<file path="config.mk">
export PLATFORM = sky130hd
export DESIGN_NAME = udp_tx_meta_prepender
export DESIGN_NICKNAME = d
export VERILOG_FILES = /design/src/rtl/udp_tx_meta_prepender.sv
export SDC_FILE = /design/constraint.sdc
export NUM_CORES = 1
export LEC_CHECK = 0
export CORE_MARGIN = 10
export CORE_UTILIZATION = 51
export DETAILED_ROUTE_END_ITERATION = 8
export HOLD_SLACK_MARGIN = 0.02
export PLACE_DENSITY = 0.81
export SKIP_LAST_GASP = 1
export SLEW_MARGIN = 20
export SYNTH_ARGS = -nofsm -noshare
export SYNTH_HDL_FRONTEND = slang
export SYNTH_SLANG_ARGS = --single-unit
</file>
<file path="constraint.sdc">
create_clock -name clk -period 4 [get_ports clk]
set_clock_uncertainty 0.15 [all_clocks]
set_input_delay 0.4 -clock clk [delete_from_list [all_inputs] [get_ports clk]]
set_output_delay 0.4 -clock clk [all_outputs]
set_load 0.01 [all_outputs]
</file>
<file path="src/rtl/udp_tx_meta_prepender.sv">
`default_nettype none
// udp_tx_meta_prepender: prepends SRC_IP/DST_IP/LEN/SRC_PORT/DST_PORT words to a UDP
// payload stream and flags descriptor/payload length mismatches.  Rev 1.0
module udp_tx_meta_prepender #(
   parameter int DATA_WIDTH  = 32,
   parameter int MAX_PAYLOAD = 1472
) (
   input  logic                      clk,
   input  logic                      rstn,
   input  logic [31:0]               desc_src_ip,
   input  logic [31:0]               desc_dst_ip,
   input  logic [15:0]               desc_src_port,
   input  logic [15:0]               desc_dst_port,
   input  logic [15:0]               desc_len,
   input  logic                      desc_valid,
   output logic                      desc_ready,
   input  logic [DATA_WIDTH-1:0]     s_axis_tdata,
   input  logic [DATA_WIDTH/8-1:0]   s_axis_tkeep,
   input  logic                      s_axis_tvalid,
   output logic                      s_axis_tready,
   input  logic                      s_axis_tlast,
   output logic [DATA_WIDTH-1:0]     m_axis_tdata,
   output logic [DATA_WIDTH/8-1:0]   m_axis_tkeep,
   output logic                      m_axis_tvalid,
   input  logic                      m_axis_tready,
   output logic                      m_axis_tlast,
   output logic                      busy,
   output logic                      len_err,
   output logic [15:0]               len_err_cnt
);
   localparam logic [15:0] c_MAX_LEN = 16'(MAX_PAYLOAD);

   typedef enum logic [1:0] {
      S_IDLE    = 2'd0,
      S_META    = 2'd1,
      S_PAYLOAD = 2'd2
   } state_t;

   state_t                    state_q;
   logic [31:0]               src_ip_q;
   logic [31:0]               dst_ip_q;
   logic [15:0]               len_q;
   logic [15:0]               src_port_q;
   logic [15:0]               dst_port_q;
   logic [2:0]                idx_q;
   logic [16:0]               byte_cnt_q;
   logic [DATA_WIDTH-1:0]     tdata_q;
   logic [DATA_WIDTH/8-1:0]   tkeep_q;
   logic                      tvalid_q;
   logic                      tlast_q;
   logic                      len_err_q;
   logic [15:0]               err_cnt_q;
   logic [15:0]               err_cnt_d;

   logic                      load_en;
   logic                      beat_hs;
   logic                      desc_bad;
   logic [2:0]                keep_cnt;
   logic [16:0]               byte_total;
   logic [31:0]               meta_word;

   assign load_en    = !tvalid_q || m_axis_tready;
   assign beat_hs    = s_axis_tvalid && s_axis_tready;
   assign desc_bad   = (desc_len == 16'd0) || (desc_len > c_MAX_LEN);
   assign keep_cnt   = {2'b00, s_axis_tkeep[0]} + {2'b00, s_axis_tkeep[1]}
                     + {2'b00, s_axis_tkeep[2]} + {2'b00, s_axis_tkeep[3]};
   assign byte_total = byte_cnt_q + {14'd0, keep_cnt};
   assign err_cnt_d  = (err_cnt_q == 16'hFFFF) ? err_cnt_q : err_cnt_q + 16'd1;

   always_comb begin
      meta_word = src_ip_q;
      case (idx_q)
         3'd1:    meta_word = dst_ip_q;
         3'd2:    meta_word = {16'h0000, len_q};
         3'd3:    meta_word = {16'h0000, src_port_q};
         3'd4:    meta_word = {16'h0000, dst_port_q};
         default: meta_word = src_ip_q;
      endcase
   end

   always_ff @(posedge clk) begin
      if (!rstn) begin
         state_q    <= S_IDLE;
         src_ip_q   <= '0;
         dst_ip_q   <= '0;
         len_q      <= '0;
         src_port_q <= '0;
         dst_port_q <= '0;
         idx_q      <= '0;
         byte_cnt_q <= '0;
         tdata_q    <= '0;
         tkeep_q    <= '0;
         tvalid_q   <= 1'b0;
         tlast_q    <= 1'b0;
         len_err_q  <= 1'b0;
         err_cnt_q  <= '0;
      end else begin
         len_err_q <= 1'b0;
         if (load_en) tvalid_q <= 1'b0;
         case (state_q)
            S_IDLE: begin
               if (desc_valid) begin
                  src_ip_q   <= desc_src_ip;
                  dst_ip_q   <= desc_dst_ip;
                  len_q      <= desc_len;
                  src_port_q <= desc_src_port;
                  dst_port_q <= desc_dst_port;
                  if (desc_bad) begin
                     len_err_q <= 1'b1;
                     err_cnt_q <= err_cnt_d;
                  end else begin
                     byte_cnt_q <= '0;
                     state_q    <= S_META;
                     // Word 0 goes straight out unless a previous tlast word is still held.
                     if (load_en) begin
                        tvalid_q <= 1'b1;
                        tdata_q  <= desc_src_ip;
                        tkeep_q  <= '1;
                        tlast_q  <= 1'b0;
                        idx_q    <= 3'd1;
                     end else begin
                        idx_q    <= 3'd0;
                     end
                  end
               end
            end
            S_META: begin
               if (load_en) begin
                  tvalid_q <= 1'b1;
                  tdata_q  <= meta_word;
                  tkeep_q  <= '1;
                  tlast_q  <= 1'b0;
                  idx_q    <= idx_q + 3'd1;
                  if (idx_q == 3'd4) state_q <= S_PAYLOAD;
               end
            end
            S_PAYLOAD: begin
               if (beat_hs) begin
                  tvalid_q   <= 1'b1;
                  tdata_q    <= s_axis_tdata;
                  tkeep_q    <= s_axis_tkeep;
                  tlast_q    <= s_axis_tlast;
                  byte_cnt_q <= byte_total;
                  if (s_axis_tlast) begin
                     state_q <= S_IDLE;
                     if (byte_total != {1'b0, len_q}) begin
                        len_err_q <= 1'b1;
                        err_cnt_q <= err_cnt_d;
                     end
                  end
               end
            end
            default: state_q <= S_IDLE;
         endcase
      end
   end

   assign desc_ready    = (state_q == S_IDLE);
   assign s_axis_tready = (state_q == S_PAYLOAD) && load_en;
   assign busy          = (state_q != S_IDLE);
   assign m_axis_tdata  = tdata_q;
   assign m_axis_tkeep  = tkeep_q;
   assign m_axis_tvalid = tvalid_q;
   assign m_axis_tlast  = tlast_q;
   assign len_err       = len_err_q;
   assign len_err_cnt   = err_cnt_q;

endmodule
`default_nettype wire
</file>
==> results_dict.tcl <==
set metrics [dict create \
    critPathBufInv 5 \
    stdcell_count 1614 \
    crit_path_max_fanout 23 \
    p_seq_share_pct 48.2 \
    antenna_found_initial 1 \
    path_cells "clkdlybuf4s50_1 > fa_1 > inv_1 > fa_1 > inv_1 > fa_1 > and3_1 > and3_1 > nor3_1 > o2111ai_1 > buf_4 > nor4_4 > buf_12 > or4_1 > a21oi_1" \
    gp_routability_congestion 0.939 \
    via_per_inst 5.95 \
    antenna_left 0 \
    power_leakage_nw 4.36 \
    setup_viol 0 \
    cts_setup_buffers 0 \
    dpl-instance-area_mm2 0.0116 \
    synth_top_cells_by_area "dfxtp_1 (41%), nand2_1 (12%), a21oi_1 (9.1%), a22oi_1 (4.2%), clkbuf_1 (3.3%)" \
    io_buffer_count 211 \
    wl_met2_mm 15.4 \
    synth_flop_cell "dfxtp_1" \
    clkSinkCount 189 \
    rsz0062_at_grt "no" \
    synth_fp_nets 1375 \
    critical_path_cell_count 15 \
    ys_ff_latch 189 \
    die_area_mm2 0.0241 \
    syn_area_per_cell_um2 7.73 \
    crit_top_cell "fa_1" \
    place_hpwl_mm 22.8 \
    final_area_mm2 0.0122 \
    dieHeight_um 155 \
    worst_setup_path_end_kind "register" \
    r2r_setup_slack_ns 0.86 \
    drc 0 \
    grt_first_pass_wirelength_mm 49.8 \
    critPathLaunchType "primary input" \
    initial_core_util_pct 51.9 \
    routedWlPerCell_um 19.7 \
    num_rows 49 \
    grt_pass1_vias 9218 \
    finalCritPeriodShare_pct 93.2 \
    pwr-share-clk_pct 40.0 \
    outcome "complete, no violations" \
    timing.rr.end "len_err_cnt[13]" \
    drv_slew 0 \
    dr.pass1.iters 6 \
    min_to "m_axis_tdata[2]" \
    relSlewSlack_pct 33.7 \
    internal_power_w 0.00303 \
    vias 9599 \
    topRoutingLayerUsed "met5" \
    wl_mm 31.8 \
    drv_cap 0 \
    drive_gt1_share_pct 7.22 \
    syn2layout_area_growth_pct 31.0 \
    critical_path_arrival_ns 3.95 \
    fillerInstances 1534 \
    antennaDiodeCount 0 \
    synthCells 1207 \
    netlist_area_mm2 0.00933 \
    cellPowerDensity_mw_per_mm2 340 \
    met1Wirelength_mm 12.7 \
    pwr-share-comb_pct 11.8 \
    core_area_mm2 0.0180 \
    p_sw_share_pct 26.9 \
    ios 212 \
    synth-edff-count 0 \
    slowest_stage "fa_1" \
    synthArstFlopShare_pct 0 \
    overflow 0 \
    cp.required_ns 4.22 \
    clk_latency_ns 0.44 \
    path_delay_family "adder cells" \
    synth_area_leader_cell "dfxtp_1" \
    hold_viol_final 0 \
    synth_cell_type_count 73 \
    cts_root_buf "clkbuf_16" \
    tritoncts "built" \
    rr_startpoint "byte_cnt_q[0]" \
    wl_met3_mm 2.95 \
    cts_buffers 17 \
    hp-start "m_axis_tdata[2]" \
    peakVddDrop_mv 0.315 \
    htree_levels 4 \
    tns_ns 0 \
    path_class "in2reg" \
    grt_max_degree 67 \
    ys_seq_area_share_pct 40.6 \
    grt_use_total_pct 25.5 \
    tightest_slew_ns 0.995 \
    die_w_um 155 \
    p_sw_w 0.00112 \
    min_path_type "reg2reg" \
    holdBufCountCts 0 \
    worstHoldPathCells 2 \
    critPathMaxStageDelay_ns 0.55 \
    power_w 0.00415 \
    nNetsFinal 1540 \
    dr.first_iter.drc_count 960 \
    clockBufferDepth 2 \
    period_needed_ns 3.73 \
    synth_top_area_share_pct 40.6 \
    clkSlewWorstSetupHoldPaths_ns 0.07 \
    reg2reg_depth 13 \
    yosys_warnings 0 \
    post_cts_resized 0 \
    placedCellCount 1582 \
    fmax_mhz 268 \
    holdWs_ns 0.304 \
]
## tightest hold or removal path, cell delays in order, from the launching register on
cell     delay (ns)
dfxtp_1        0.31
nand2_1        0.05
a21oi_1        0.05
## cell usage after synthesis (all sizes together), types with 6 or more instances
cell / number
dfxtp: 189
a22oi: 52
a211o: 17
nand2: 305
clkbuf: 84
a21oi: 169
nor3: 13
o21ai: 22
mux2i: 10
xnor2: 15
xor2: 6
or3: 8
nand4: 9
a211oi: 20
o221a: 6
nor2: 74
buf: 16
inv: 17
ha: 11
nand3: 35
nand2b: 8
a22o: 17
o31ai: 10
a32oi: 16
nor4: 12
## cell usage in the layout, fill, tap and decap left out, types with 6 or more instances in the layout
master / netlist / routed
o31ai_1: 10 / 10
a22oi_1: 52 / 52
a21oi_1: 169 / 169
nor3_1: 8 / 8
buf_4: 2 / 32
or3_1: 8 / 8
nand2_1: 305 / 304
clkbuf_16: 0 / 17
xor2_1: 6 / 6
a32oi_1: 16 / 16
nand3_1: 35 / 35
a22o_1: 17 / 17
o21ai_0: 18 / 18
inv_6: 0 / 8
nand4_1: 8 / 8
ha_1: 11 / 9
inv_1: 17 / 17
mux2i_1: 10 / 10
o221a_2: 6 / 6
nor4_1: 9 / 9
xnor2_1: 15 / 15
dfxtp_1: 189 / 189
nor2_1: 73 / 72
a211o_1: 17 / 16
nand2b_1: 8 / 8
a211oi_1: 18 / 18
clkdlybuf4s50_1: 0 / 211
## area by class of cell
cell class                 count  area (um2)  area share, %
inverter                      18        70.1          0.573
multi-input combinational    900        5090           41.7
clock inverter                14         141           1.16
timing repair buffer         246        2410           19.7
tap                          229         287           2.35
clock buffer                  18         429           3.51
sequential                   189        3780           31.0
## registers in the layout (all words and copies together) (netlist names)
name and count:
dst_ip_q 32, src_ip_q 32, m_axis_tdata 32, m_axis_tvalid 1, dst_port_q 16, byte_cnt_q 17, m_axis_tkeep 4, src_port_q 16
len_err 1, m_axis_tlast 1, len_q 16, state_q 2, len_err_cnt 16, idx_q 3
## kinds of logic (layout without fill, tap and decap cells)
kind of cell	count (synthesis)	count (layout)	synth area share, %
buf+inv	118	296	5.18
flops	189	189	40.6
xor+xnor	22	22	2.21
compound gates	363	363	25.7
simple gates	491	491	23.2
fa+ha+maj	14	14	2.12
mux	10	10	1.07
## how the worst max path moves through the flow
stage | from | end | slack (ns)
floorplan | s_axis_tkeep[0] | len_err_cnt[2] | 0.62
detailed placement | s_axis_tkeep[0] | len_err_cnt[7] | -0.11
global placement | s_axis_tkeep[0] | len_err_cnt[13] | -0.11
finish | s_axis_tkeep[0] | len_err_cnt[13] | 0.27
CTS | s_axis_tkeep[0] | len_err_cnt[13] | 0.31
global route | s_axis_tkeep[0] | len_err_cnt[13] | 0.08
## power groups by stage
stage | clock [W] | sequential [W] | combinational, W
6_report | 0.00166 | 0.00200 | 0.000492
5_1_grt | 0.00175 | 0.00201 | 0.000533
4_1_cts | 0.00168 | 0.00200 | 0.000488
3_5_place_dp | 0 | 0.00204 | 0.000485
3_3_place_gp | 0 | 0.00204 | 0.000480
2_1_floorplan | 0 | 0.00203 | 0.000231
## per-layer routing
metal  track usage [%]  vias to the layer above
li1                  -                     4588
met1              31.6                     4505
met2              41.8                      451
met3              7.11                       53
met4              8.20                        2
met5                 0                        -
## metrics by stage
stage,utilization (%),worst slack [ns]
5_1_grt,68.0,0.0831
3_3_place_gp,64.8,-0.114
2_1_floorplan,-,0.615
6_report,68.0,0.274
3_5_place_dp,64.8,-0.115
4_1_cts,68.0,0.313
(Power assumes the default switching activity.)
